`src/rtl/cpu_types_pkg.sv`:
```
// cpu_types_pkg: shared types for the memory-stage slice.
//   word_t      - one data word / address
//   mem_state_t - memory-stage sequencer states
package cpu_types_pkg;

   localparam int unsigned WORD_W = 32;

   typedef logic [WORD_W-1:0] word_t;

   typedef enum logic [1:0] {
      IDLE   = 2'd0,
      ACCESS = 2'd1,
      DONE   = 2'd2
   } mem_state_t;

endpackage

```
`src/rtl/ll_link_reg.sv`:
```
// ll_link_reg: LL/SC link register with snoop invalidation.
// Ports:
//   CLK, nRST   clock, asynchronous active-low reset
//   set         LL load completing: link this address
//   clr         unconditional clear (SC completed or SC failed)
//   clr_match   store completing: clear if it hits the linked word
//   snoop       coherence invalidate
//   snoop_addr  invalidated address
//   addr        current instruction address (for set and match)
//   link_valid  link register valid bit
//   match       link valid and addr is the linked word
module ll_link_reg #(
   parameter int unsigned DATA_W = 32
) (
   input  logic              CLK,
   input  logic              nRST,
   input  logic              set,
   input  logic              clr,
   input  logic              clr_match,
   input  logic              snoop,
   input  logic [DATA_W-1:0] snoop_addr,
   input  logic [DATA_W-1:0] addr,
   output logic              link_valid,
   output logic              match
);

   // word-granular compare: byte offset bits are masked off
   localparam logic [DATA_W-1:0] WORD_MASK = {{(DATA_W-2){1'b1}}, 2'b00};

   logic [DATA_W-1:0] link_addr;
   logic              addr_hit;
   logic              snoop_hit;

   always_comb begin
      addr_hit  = ((addr ^ link_addr) & WORD_MASK) == '0;
      snoop_hit = snoop & (((snoop_addr ^ link_addr) & WORD_MASK) == '0);
      match     = link_valid & addr_hit;
   end

   // a snoop hit wins over everything, including a same-cycle LL set
   always_ff @(posedge CLK or negedge nRST) begin
      if (!nRST) begin
         link_valid <= 1'b0;
         link_addr  <= '0;
      end else begin
         if (set)
            link_addr <= addr;
         if (snoop_hit)
            link_valid <= 1'b0;
         else if (clr || (clr_match && addr_hit))
            link_valid <= 1'b0;
         else if (set)
            link_valid <= 1'b1;
      end
   end

endmodule

```
`src/rtl/mem_stage_ctrl.sv`:
```
// mem_stage_ctrl: memory-stage sequencer feeding the MEM/WB register.
// Issues data-cache requests for EX/MEM loads/stores, stalls upstream and
// bubbles MEM/WB until dhit, then releases the result with one mw_EN cycle.
// Ports:
//   CLK, nRST                       clock, asynchronous active-low reset
//   valid_i, dREN_i, dWEN_i         instruction present / load / store
//   ll_i, sc_i                      load-linked / store-conditional
//   addr_i, store_i                 effective address / store data
//   halt_i                          HALT in MEM
//   dhit, dmemload                  cache completion and read data
//   ccinv, ccaddr                   coherence invalidate snoop
//   dmemREN, dmemWEN                cache requests
//   dmemaddr, dmemstore             request address / write data
//   mem_stall                       freeze PC/IF/ID/EX and EX/MEM
//   mw_EN, mw_flush                 MEM/WB enable / bubble insert
//   dmemload_o                      data to MEM/WB
//   halted                          sticky halt
module mem_stage_ctrl
   import cpu_types_pkg::*;
#(
   parameter int unsigned DATA_W  = 32,
   parameter int unsigned LINK_EN = 1
) (
   input  logic              CLK,
   input  logic              nRST,
   input  logic              valid_i,
   input  logic              dREN_i,
   input  logic              dWEN_i,
   input  logic              ll_i,
   input  logic              sc_i,
   input  logic [DATA_W-1:0] addr_i,
   input  logic [DATA_W-1:0] store_i,
   input  logic              halt_i,
   input  logic              dhit,
   input  logic [DATA_W-1:0] dmemload,
   input  logic              ccinv,
   input  logic [DATA_W-1:0] ccaddr,
   output logic              dmemREN,
   output logic              dmemWEN,
   output logic [DATA_W-1:0] dmemaddr,
   output logic [DATA_W-1:0] dmemstore,
   output logic              mem_stall,
   output logic              mw_EN,
   output logic              mw_flush,
   output logic [DATA_W-1:0] dmemload_o,
   output logic              halted
);

   localparam logic LINK_ON = (LINK_EN != 0);

   mem_state_t        state;
   logic [DATA_W-1:0] load_r;
   logic              sc_r;

   logic memop;
   logic scfail;
   logic start;
   logic complete;
   logic link_valid;
   logic link_match;
   logic link_set;
   logic link_clr;
   logic link_clr_match;

   // nRST gates memop so that outputs show reset values while reset is held,
   // even with a memop still presented on the inputs
   always_comb begin
      memop    = nRST & valid_i & (dREN_i | dWEN_i) & ~halted;
      scfail   = memop & sc_i & LINK_ON & ~link_match;
      start    = (state == IDLE) & memop & ~scfail;
      complete = (state == ACCESS) & dhit;
   end

   always_comb begin
      link_set       = complete & dREN_i & ll_i & LINK_ON;
      link_clr       = (complete & sc_i) | ((state == IDLE) & scfail);
      link_clr_match = complete & dWEN_i;
   end

   ll_link_reg #(
      .DATA_W (DATA_W)
   ) u_link (
      .CLK        (CLK),
      .nRST       (nRST),
      .set        (link_set),
      .clr        (link_clr),
      .clr_match  (link_clr_match),
      .snoop      (ccinv),
      .snoop_addr (ccaddr),
      .addr       (addr_i),
      .link_valid (link_valid),
      .match      (link_match)
   );

   always_ff @(posedge CLK or negedge nRST) begin
      if (!nRST) begin
         state  <= IDLE;
         load_r <= '0;
         sc_r   <= 1'b0;
         halted <= 1'b0;
      end else begin
         case (state)
            IDLE: begin
               if (valid_i && halt_i)
                  halted <= 1'b1;
               if (start)
                  state <= ACCESS;
            end
            ACCESS: begin
               if (dhit) begin
                  load_r <= dmemload;
                  sc_r   <= sc_i;
                  state  <= DONE;
               end
            end
            DONE:    state <= IDLE;
            default: state <= IDLE;
         endcase
      end
   end

   always_comb begin
      dmemaddr   = addr_i;
      dmemstore  = store_i;
      dmemREN    = 1'b0;
      dmemWEN    = 1'b0;
      mem_stall  = 1'b0;
      mw_flush   = 1'b0;
      mw_EN      = 1'b1;
      dmemload_o = '0;
      case (state)
         IDLE: begin
            if (start) begin
               mem_stall = 1'b1;
               mw_flush  = 1'b1;
               mw_EN     = 1'b0;
            end
         end
         ACCESS: begin
            dmemREN   = dREN_i;
            dmemWEN   = dWEN_i;
            mem_stall = 1'b1;
            mw_flush  = 1'b1;
            mw_EN     = 1'b0;
         end
         DONE: begin
            dmemload_o = sc_r ? {{(DATA_W-1){1'b0}}, 1'b1} : load_r;
         end
         default: ;
      endcase
   end

endmodule

```
`config.mk`:
```
export PLATFORM = sky130hd
export DESIGN_NAME = mem_stage_ctrl
export DESIGN_NICKNAME = d
export VERILOG_FILES = /design/src/rtl/cpu_types_pkg.sv /design/src/rtl/ll_link_reg.sv /design/src/rtl/mem_stage_ctrl.sv
export SDC_FILE = /design/constraint.sdc
export NUM_CORES = 1
export LEC_CHECK = 0
export ABC_AREA = 1
export ABC_CLOCK_PERIOD_IN_PS = 2100
export BUFFER_PORTS_ARGS = -buffer_cell sky130_fd_sc_hd__buf_2
export CAP_MARGIN = 20
export CORE_MARGIN = 10
export CORE_UTILIZATION = 23
export CTS_CLUSTER_DIAMETER = 60
export DETAILED_ROUTE_END_ITERATION = 8
export PLACE_DENSITY = 0.57
export SYNTH_ARGS = -nofsm -noshare
export SYNTH_HDL_FRONTEND = slang
export SYNTH_SLANG_ARGS = --single-unit
export TNS_END_PERCENT = 100
```
`constraint.sdc`:
```
create_clock -name CLK -period 2.1 [get_ports CLK]
set_clock_uncertainty 0.15 [all_clocks]
set_input_delay 0.315 -clock CLK [delete_from_list [all_inputs] [get_ports CLK]]
set_output_delay 0.315 -clock CLK [all_outputs]
set_load 0.01 [all_outputs]
```
==> summary.md, run 1 <==
| Metric | Value |
|---|---|
| Layout area overhead | `27.11%` |
| Final setup violation count | `3` |
| CTS Buffer Depth | `2` |
| 1st-iter DRT viols | `163` |
| RSZ-0062 raised after global routing | `yes` |
| Routed wire length | `13.01 mm` |
| Largest fanout on the critical path | `2` |
| Post-layout minimum cycle time | `2267 ps` |
| Pwr dens | `640.1 nW/µm²` |
| H-Tree Depth | `3` |
| Most frequent CP cell | `nand2_2` |
| Yosys top cell area share | `38.17%` |
| Syn nets | `786` |
| Cell family with most CP delay | `simple AND/OR/NAND/NOR gates` |
| Relative slew slack | `37.91%` |
| Clk slew on worst S/H paths | `60 ps` |
| Worst setup margin | `-166.9 ps` |
| Final Hold Fails | `0` |
| Peak supply drop | `0.3971 mV` |
| Fmax | `0.4411 GHz` |
| CP arrival | `1800 ps` |
| Post-synth EDFFs | `0` |
| Fin crit share | `107.9%` |
| # diodes | `0` |
| Row count | `50` |
| Crit path cell chain | `xnor2_1 -> nand2_1 -> nor2_2 -> nand2_2 -> nor2_4 -> nand3_2 -> nand2_2 -> nand2_2 -> nand2_2 -> buf_6` |
| Max-cap violations | `0` |
| Worst skew pair latency | `340 ps` |
| Synth warn | `0` |
| CTS tree | `yes` |
| Worst-margin pin slew | `931.3 ps` |
| WHS | `25.01 ps` |
| Status | `complete, but fails checks` |
| Most frequent cells after synthesis | `nand2_1 (271), inv_1 (80), nor2_1 (75), dfrtp_1 (67), buf_4 (65)` |
| Most common cell in the netlist | `nand2_1` |
| Antenna violations before repair | `0` |
| HP Class | `input pin to flop` |
| Post-cts hold buffer count | `0` |
| Largest cells by area after synthesis | `dfrtp_1 (38%), nand2_1 (23%), buf_4 (11%)` |
| Slew Limit Fails | `0` |
| CP Launch Type | `flop` |
| DRC | `0` |
| Die ar. | `25,030 µm²` |
| Violated checks | `negative setup slack` |
| Post-Syn Area | `4393 µm²` |
| Area of the multi-input gates | `1904 µm²` |
| Synthesized instance count | `648` |
| Post-synthesis sequential area ratio | `38.17%` |
| Register area | `1677 µm²` |
| WHS Path Cells | `3` |
| Finished Core Util | `29.75%` |
| Num CTS Buffers | `9` |
| WP depth | `10` |
| Chip Width | `158.2 µm` |
| Avg Cell Area, Syn | `6.779 µm²` |
| Setup TNS | `-446.9 ps` |
| WP buf/inv | `1` |
| Core footprint | `18,770 µm²` |
| Die Y | `158.2 µm` |
| Synthesized flop and latch total | `67` |
| Crit path max-delay cell type | `dfrtp_1` |
| Crit path kind | `flop to output port` |
| Initial core utilization | `23.41%` |
| Pre-Repair DR Iteration Count | `5` |
| Crit end category | `output port` |
| Vias | `3,964` |
| Share of cells above drive strength 1 | `29.90%` |
| Num Clock Sinks | `67` |
| Post-layout net count | `909` |
| Vias per cell | `3.925` |
| PortBufs | `169` |
| Grt total ovfl | `0` |
| Root Driver | `clkbuf_16` |
| CP required | `1630 ps` |
| Number of unique standard cell types used by synthesis | `24` |
| Routability cong. | `0.7876` |
| First-pass GRT wire length | `20.30 mm` |
| Vias in the first global route | `4,016` |
| Fillers | `2,079` |
| DRT antenna net count | `0` |
| Fraction of registers with async set/reset | `100.0%` |
| Largest net degree at the start of global routing | `68` |
| Primary FF master, synth | `dfrtp_1` |
| Leak | `0.003193 µW` |
| # IOs | `240` |
| Gr usage total | `10.29%` |
| R2R cell count | `7` |
| Max incr delay on CP | `390 ps` |
| Area leader, netlist | `dfrtp_1` |
| WL per Instance | `12.88 µm` |
| HPWL after DPL | `10.05 mm` |
==> worst reg2reg max path, cell delays in order (launching register included) <==
cell and delay, ps:
dfrtp_1 390, inv_1 80, nand2_2 130, nor2_8 150, nand3_4 270, buf_4 310
nand2_1 70, o21ai_0 80
==> power by group <==
| group | total, µW | switching [µW] | internal, µW |
|---|---|---|---|
| logic | 412 | 225 | 187 |
| registers | 1370 | 31.0 | 1340 |
| clock network | 1790 | 624 | 1170 |
| total | 3570 | 880 | 2690 |
==> area by class of cell <==
| class | instances | share of cell area [%] |
|---|---|---|
| sequential | 67 | 30.02 |
| inverter | 80 | 5.378 |
| multi-input combinational | 419 | 34.10 |
| tap | 234 | 5.243 |
| clock inverter | 7 | 2.218 |
| clock buffer | 9 | 4.033 |
| timing repair buffer | 194 | 19.00 |
==> layer usage <==
metal	share of wire, %	wire (µm)	vias up	track usage, %
li1	-	-	2093	-
met1	41	5363	1755	11.88
met2	51	6662	95	17.82
met3	5.7	738	21	2.659
met4	1.9	242	0	3.882
met5	0	0	-	0
==> through the flow <==
| step | total power, µW | std cells | worst slack, ps | area [µm²] |
|---|---|---|---|---|
| 2_1_floorplan | 1680 | 648 | 309.9 | 4393 |
| 3_3_place_gp | 1800 | 983 | -71.62 | 5085 |
| 3_5_place_dp | 1804 | 983 | -70.43 | 5085 |
| 4_1_cts | 3661 | 1008 | -200.4 | 5559 |
| 5_1_grt | 3776 | 1010 | -332.0 | 5584 |
| 6_report | 3575 | 1010 | -166.9 | 5584 |
==> repair_timing <==
action / in CTS / in global routing
setup buffers: 9 / 2
resized for setup: 14 / 2
endpoints found under the setup margin: 3 / 3
pin swaps: 8 / 5
==> cell usage in the layout, fill, tap and decap left out, types with 2 or more instances in the layout <==
master and instances:
nand2_1 267, buf_2 166, inv_1 80, nor2_1 70, dfrtp_1 67, buf_4 25, xnor2_1 20, a21oi_1 15
o21ai_0 11, clkbuf_16 9, nand2_2 5, mux2_2 5, nor2_2 4, xor2_1 4, xnor2_2 3, nand3_1 3
bufinv_16 3, nand4_1 2, clkinv_4 2, buf_6 2
==> final timing paths <==
check | from | endpoint | slack [ps]
setup / recovery | u_link.link_addr[4] | mw_flush | -170
hold / removal | dmemload[8] | load_r[8] | 30
setup reg to reg | state[1] | u_link.link_addr[17] | 360
hold reg to reg | load_r[13] | load_r[13] | 320
max in group asynchronous | nRST | u_link.link_addr[23] | 1120
min in group asynchronous | nRST | load_r[6] | 80
==> logic make-up (layout without fill, tap and decap cells) <==
kind of cell | count (synthesis) | after routing | synth area share, %
AO/OA/AOI/OAI | 30 | 30 | 3.674
AND/OR/NAND/NOR | 356 | 356 | 31.42
flip-flops | 67 | 67 | 38.17
multiplexers | 6 | 6 | 1.623
buffers and inverters | 162 | 290 | 19.74
XOR/XNOR | 27 | 27 | 5.383
==> state kept, by name, summed over array words and instances, names as in the netlist <==
signal / cells
state: 2
load_r: 32
u_link.link_addr: 30
u_link.link_valid: 1
sc_r: 1
halted: 1
No activity file was read; power rests on OpenSTA's default activity.
==> run 2: changes to the inputs <==
CORE_ASPECT_RATIO = 1.75   (was unset)
SKIP_LAST_GASP = 1   (was unset)
SLEW_MARGIN = 40   (was unset)
==> run 2 against run 1 <==
Count of clock-buffer cells in the layout up 2. Wire length increased by 8.8%. Combinational power up 1%. Sequential share of layout area rose by 0.11 points. Final cell count hardly changed. Global-route usage grew 0.95 points. Hold slack improved by 1.8 ps. Core utilization up 0.054 points. Via count increased by 1.5%. The flow still finishes with violations (negative setup slack). Total power down 6.0%.
==> summary.md, run 2 (synthesis gave the netlist of run 1 again) <==
| Metric | Value |
|---|---|
| Die Y | `202.8 µm (+28%)` |
| Worst setup startpoint | `u_link.link_addr[10]` |
| First-pass GRT wire length | `22.78 mm (+12%)` |
| HPWL after DPL | `11.16 mm (+11%)` |
| Clk network pwr share | `46.8% (-3.3 points)` |
| Fin cells | `1,011 (+0.099%)` |
| Vias | `4,023 (+1.5%)` |
| Post-layout net count | `907 (-0.22%)` |
| Root Driver | `clkbuf_16` |
| Leak | `0.003170 µW (-0.73%)` |
| Die ar. | `25,250 µm² (+0.87%)` |
| Initial core utilization | `23.54% (+0.13 points)` |
| Pre-Repair DR Iteration Count | `4 (-1)` |
| HP Class | `input pin to flop` |
| Commonest non-fill, non-tap cells in the layout | `nand2_1 (262), buf_2 (166), inv_1 (76)` |
| # diodes | `0 (unchanged)` |
| CP arrival | `1840 ps (+40 ps)` |
| Clk slew on worst S/H paths | `60 ps (about the same)` |
| Largest net degree at the start of global routing | `56 (-18%)` |
| P_sw | `858.6 µW (-2.4%)` |
| Slew Limit Fails | `0 (unchanged)` |
| Gr usage total | `11.24% (+0.95 points)` |
| WL per Instance | `13.99 µm (+8.7%)` |
| Final setup violation count | `4 (+1)` |
| Final Hold Fails | `0 (unchanged)` |
| Core footprint | `18,660 µm² (-0.56%)` |
| Most common cell after layout, fill and taps aside | `nand2_1` |
| Pint | `2503 µW (-7.1%)` |
| Routability cong. | `0.8012 (+1.7%)` |
| 1st-iter DRT viols | `129 (-21%)` |
| Pwr dens | `604.3 nW/µm² (-5.6%)` |
| Crit end category | `output port` |
| Vias per cell | `3.979 (+1.4%)` |
| Met2 routed WL | `7.297 mm (+9.5%)` |
| Routed wire length | `14.15 mm (+8.8%)` |
| CTS tree | `yes` |
| Violated checks | `negative setup slack` |
| Relative slew slack | `65.01% (+27 points)` |
| Worst setup margin | `-205.2 ps (-38.24 ps)` |
| Num CTS Buffers | `9 (unchanged)` |
| # IOs | `240 (unchanged)` |
| R2R cell count | `20 (+13)` |
| Fin crit share | `109.8% (+1.8 points)` |
| Fmax | `0.4338 GHz (-1.7%)` |
| H-Tree Depth | `3 (unchanged)` |
| Placed Cells | `983 (unchanged)` |
| Met3 Wirelength | `1.082 mm (+47%)` |
| CP Launch Type | `flop` |
| RSZ-0062 raised after global routing | `yes` |
| DRC | `0 (unchanged)` |
| Crit path kind | `flop to output port` |
| Vias in the first global route | `4,262 (+6.1%)` |
| Antenna violations before repair | `0 (unchanged)` |
| Reg power frac | `40.8% (+2.5 points)` |
| Setup crit end | `mw_flush` |
| Max-cap violations | `0 (unchanged)` |
| Fillers | `2,131 (+2.5%)` |
| CP required | `1630 ps (about the same)` |
| Placed inst area | `5060 µm² (-0.49%)` |
| Layout area overhead | `26.63%` |
| Hold Crit Start | `dmemload[30]` |
| Final Instance Area | `5563 µm² (-0.38%)` |
| Worst reg-to-reg setup slack | `-150 ps (-510 ps)` |
| Row count | `66 (+32%)` |
| Metal1 wirelength | `5.158 mm (-3.8%)` |
| DR top layer | `met4` |
| Num Clock Sinks | `67 (unchanged)` |
| Switching share of power | `25.54% (+0.92 points)` |
| Worst flop-to-flop path endpoint | `u_link.link_valid` |
| Post-layout minimum cycle time | `2305 ps (+38.24 ps)` |
| CTS Buffer Depth | `2 (unchanged)` |
| Worst skew pair latency | `330 ps (about the same)` |
| Peak supply drop | `0.2773 mV (-30%)` |
| R2r startpoint | `u_link.link_addr[24]` |
| Largest fanout on the critical path | `3 (+1)` |
| Biggest regs | `load_r: 32 flops, u_link.link_addr: 30 flops, state: 2 flops` |
| Largest Register | `load_r` |
| PortBufs | `169 (unchanged)` |
| Max reg flops | `32 (unchanged)` |
| DRT antenna net count | `0 (unchanged)` |
| Grt total ovfl | `0 (unchanged)` |
| Share of cells above drive strength 1 | `31.05% (+1.2 points)` |
| Status | `complete, but fails checks` |
| Chip Width | `124.5 µm (-21%)` |
| Worst-margin pin slew | `524.9 ps (-406.4 ps)` |
| Combinational cell fraction of total power | `12.4% (+0.9 points)` |
run 2: metal layers:
metal / vias up / GRT usage (%)
li1: 2089 / -
met1: 1756 / 10.93
met2: 128 / 20.43
met3: 50 / 3.704
met4: 0 / 6.140
met5: - / 0
run 2: area by class of cell:
cell class | instances | area (µm²) | area share, %
Timing Repair Buffer | 192 | 1049 | 18.85
Clock buffer | 11 | 252.7 | 4.543
Tap cell | 238 | 297.8 | 5.353
Clock inverter | 4 | 50.05 | 0.8997
Sequential cell | 67 | 1677 | 30.14
Multi-Input combinational cell | 419 | 1937 | 34.82
Inverter | 80 | 300.3 | 5.398
run 2: metrics by stage:
step | total power, µW | hold WS [ps] | setup slack, ps | setup TNS [ps] | util [%]
4_1_cts | 3434 | 13.45 | -229.7 | -852.8 | 29.43
3_3_place_gp | 1803 | 265.2 | -16.03 | -19.24 | 27.11
2_1_floorplan | 1680 | -130.6 | 309.9 | 0 | -
6_report | 3362 | 26.81 | -205.2 | -733.0 | 29.81
5_1_grt | 3562 | 24.38 | -310.2 | -1186 | 29.81
3_5_place_dp | 1808 | 263.0 | -12.50 | -12.50 | 27.11
run 2: what timing repair did:
item,CTS,global route
endpoints found under the setup margin,3,4
hold buffers,1,0
pin swaps,8,12
hold endpoints to repair,29,0
resized for setup,16,15
buffers inserted,9,3
run 2: worst min-delay path by stage:
| stage | slack (ps) | to | cells after the start |
|---|---|---|---|
| 5_1_grt | 20 | load_r[7] | 3 |
| 3_3_place_gp | 270 | u_link.link_addr[20] | 2 |
| 2_1_floorplan | -130 | halted | 0 |
| 3_5_place_dp | 260 | u_link.link_addr[11] | 2 |
| 6_report | 30 | load_r[30] | 3 |
| 4_1_cts | 10 | load_r[30] | 3 |
run 2: power by group through the flow:
stage	Sequential [µW]	Clock, µW	Combinational [µW]
after floorplan	1390	0	292
after global placement	1390	0	410
after detailed placement	1390	0	414
after CTS	1370	1640	422
after global routing	1380	1700	484
final	1370	1570	418
run 2: worst max-delay path: stages, from the launching register on:
cell,delay [ps]
dfrtp_1,420
xnor2_2,190
nand2_1,70
nor2_1,150
nand2_2,90
nor2_4,130
nand3_2,100
nand2_2,90
nand2_2,60
nand2_2,90
buf_6,120
==> run 3: changes to the inputs <==
CORE_UTILIZATION = 25   (was 23)
PLACE_DENSITY = 0.6   (was 0.57)
==> run 3 against run 2 <==
Critical path type unchanged. Wire length shrank 2.4%. Via count shrank 0.67%. Critical endpoint unchanged. Hold slack lost 3.8 ps. Largest power group unchanged. Count of clock-buffer cells in the layout shrank 1. Non-clock buffer count grew 1. Final cell count shrank 0.40%. The flow still finishes with violations (negative setup slack). Largest cell class unchanged. Sequential power is essentially flat.
==> summary.md, run 3 (synthesis gave the netlist of run 1 again) <==
| Metric | Value |
|---|---|
| Num CTS Buffers | `9 (unchanged)` |
| Routed wire length | `13.80 mm (-2.4%)` |
| Clk slew on worst S/H paths | `60 ps (about the same)` |
| Vias in the first global route | `4,239 (-0.54%)` |
| Hold Crit Start | `dmemload[19]` |
| Post-layout minimum cycle time | `2216 ps (-88.91 ps)` |
| Fin crit share | `105.5% (-4.2 points)` |
| Share of cells above drive strength 1 | `30.84% (-0.21 points)` |
| Num Clock Sinks | `67 (unchanged)` |
| Relative slew slack | `55.18% (-9.8 points)` |
| Cell family with most CP delay | `simple AND/OR/NAND/NOR gates` |
| CP arrival | `1750 ps (-90 ps)` |
| Largest fanout on the critical path | `4 (+1)` |
| DRT antenna net count | `0 (unchanged)` |
| Layout area overhead | `26.69% (about the same)` |
| Die ar. | `23,480 µm² (-7.0%)` |
| Root Driver | `clkbuf_16` |
| RSZ-0062 raised after global routing | `yes` |
| CTS tree | `yes` |
| R2R cell count | `7 (-65%)` |
| Peak supply drop | `0.3229 mV (+16%)` |
| Crit path kind | `flop to output port` |
| Post-layout net count | `908 (+0.11%)` |
| Final Instance Area | `5565 µm² (about the same)` |
| Crit end category | `output port` |
| Crit path max-delay cell type | `dfrtp_1` |
| Antenna violations before repair | `2 (+2)` |
| First-pass GRT wire length | `21.93 mm (-3.7%)` |
| Commonest non-fill, non-tap cells in the layout | `nand2_1 (264), buf_2 (166), inv_1 (78)` |
| CTS Buffer Depth | `2 (unchanged)` |
| Crit path cell chain | `inv_1 -> nand2_1 -> nand2_1 -> nand2_1 -> nor2_4 -> nand2_2 -> nor2_4 -> nand3_2 -> nand2_2 -> nand2_2 -> nand2_2 -> buf_6` |
| Worst setup margin | `-116.3 ps (+88.91 ps)` |
| Vias | `3,996 (-0.67%)` |
| R2r startpoint | `state[1]` |
| Final setup violation count | `3 (-1)` |
| Status | `complete, but fails checks` |
| Routability cong. | `0.7267 (-9.3%)` |
| DRC | `0 (unchanged)` |
| Largest Register | `load_r` |
| Grt total ovfl | `0 (unchanged)` |
| Pwr dens | `610.8 nW/µm² (+1.1%)` |
| # IOs | `240 (unchanged)` |
| Vias per cell | `3.968 (-0.28%)` |
| Max reg flops | `32 (unchanged)` |
| Final Hold Fails | `0 (unchanged)` |
| Core footprint | `17,380 µm² (-6.9%)` |
| Placed inst area | `5072 µm² (+0.25%)` |
| Max incr delay on CP | `400 ps (-20 ps)` |
| Hold Crit Endpoint | `load_r[19]` |
| HPWL after DPL | `10.82 mm (-3.1%)` |
| WL per Instance | `13.71 µm (-2.0%)` |
| Leak | `0.003167 µW (about the same)` |
| Most frequent CP cell | `nand2_2` |
| CP required | `1630 ps (about the same)` |
| CP Launch Type | `flop` |
| Fmax | `0.4512 GHz (+4.0%)` |
| Worst flop-to-flop path endpoint | `u_link.link_addr[21]` |
| Chip Width | `120.2 µm (-3.4%)` |
| PortBufs | `169 (unchanged)` |
| H-Tree Depth | `3 (unchanged)` |
| Biggest regs | `load_r: 32 flops, u_link.link_addr: 30 flops, state: 2 flops` |
| Worst reg-to-reg setup slack | `240 ps (+390 ps)` |
| Row count | `64 (-3.0%)` |
| Initial core utilization | `25.28% (+1.7 points)` |
| Gr usage total | `11.74% (+0.50 points)` |
| Violated checks | `negative setup slack` |
| Die Y | `195.4 µm (-3.7%)` |
| WHS | `23.00 ps (-3.807 ps)` |
| HP Class | `input pin to flop` |
| 1st-iter DRT viols | `136 (+5.4%)` |
| Slew Limit Fails | `0 (unchanged)` |
| Worst skew pair latency | `330 ps (about the same)` |
| WP buf/inv | `2 (+1)` |
| WHS Path Cells | `3 (unchanged)` |
| Most common cell after layout, fill and taps aside | `nand2_1` |
| Largest net degree at the start of global routing | `68 (+21%)` |
| Pre-Repair DR Iteration Count | `4 (unchanged)` |
| Max-cap violations | `0 (unchanged)` |
| Worst-margin pin slew | `672.3 ps (+147.3 ps)` |
run 3: cell types whose count changed in the layout (fill, tap and decap cells not counted), sizes merged:
cell      before  now
clkinvlp       2    1
diode          0    1
clkinv         1    2
buf          191  192
clkbuf        11   10
inv           80   82
run 3: area by class of cell:
class / instances / area (µm²)
flip-flops and latches: 67 / 1677
well taps: 231 / 289.0
repair buffers: 193 / 1051
diodes: 1 / 2.502
clock buffers: 10 / 239.0
clock inverters: 6 / 72.57
multi-input cells: 419 / 1934
inverters: 80 / 300.3
fillers: 1942 / 11810
run 3: worst min-delay path, cell delays in order:
cell     delay (ps)
buf_2            70
nand2_1          40
nand2_1          50
run 3: through the flow:
step	std cells	worst slack (ps)	setup TNS [ps]	power, µW	util, %
final	1007	-116.3	-315.6	3400	32.03
after global routing	1006	-251.0	-734.9	3580	32.01
after CTS	998	-203.7	-566.1	3455	31.43
after detailed placement	980	-54.56	-96.83	1809	29.19
after global placement	980	-35.27	-57.86	1802	29.17
after floorplan	648	309.9	0	1680	-
run 3: worst max path at each step:
stage,startpoint,endpoint,slack (ps),cells after the start
2_1_floorplan,u_link.link_addr[6],mw_flush,310,10
3_3_place_gp,addr_i[24],mw_flush,-40,13
3_5_place_dp,addr_i[24],mw_flush,-50,13
4_1_cts,u_link.link_addr[23],mw_flush,-200,10
5_1_grt,u_link.link_addr[24],mw_flush,-250,12
6_report,u_link.link_addr[2],mw_flush,-120,12
run 3: power breakdown:
part / internal (µW) / total [µW] / switching, µW
clock: 965 / 1610 / 642
sequential: 1340 / 1370 / 31.3
combinational: 191 / 422 / 231
total: 2500 / 3400 / 904
run 3: what timing repair did:
action                                 in CTS  in global routing
setup endpoints to repair                   3                  5
gates resized for setup                    17                 12
pin swaps                                   8                 20
endpoints found under the hold margin       9                  0
setup buffers                               1                  8
hold buffers                                1                  0
run 3: layer usage:
metal | share of wire, % | wire [µm] | track usage, % | vias up
met4 | 2.7 | 376 | 4.713 | 2
li1 | - | - | - | 2094
met3 | 8.1 | 1112 | 4.073 | 30
met1 | 37 | 5088 | 11.79 | 1747
met5 | 0.13 | 18 | 0 | -
met2 | 52 | 7209 | 21.38 | 123
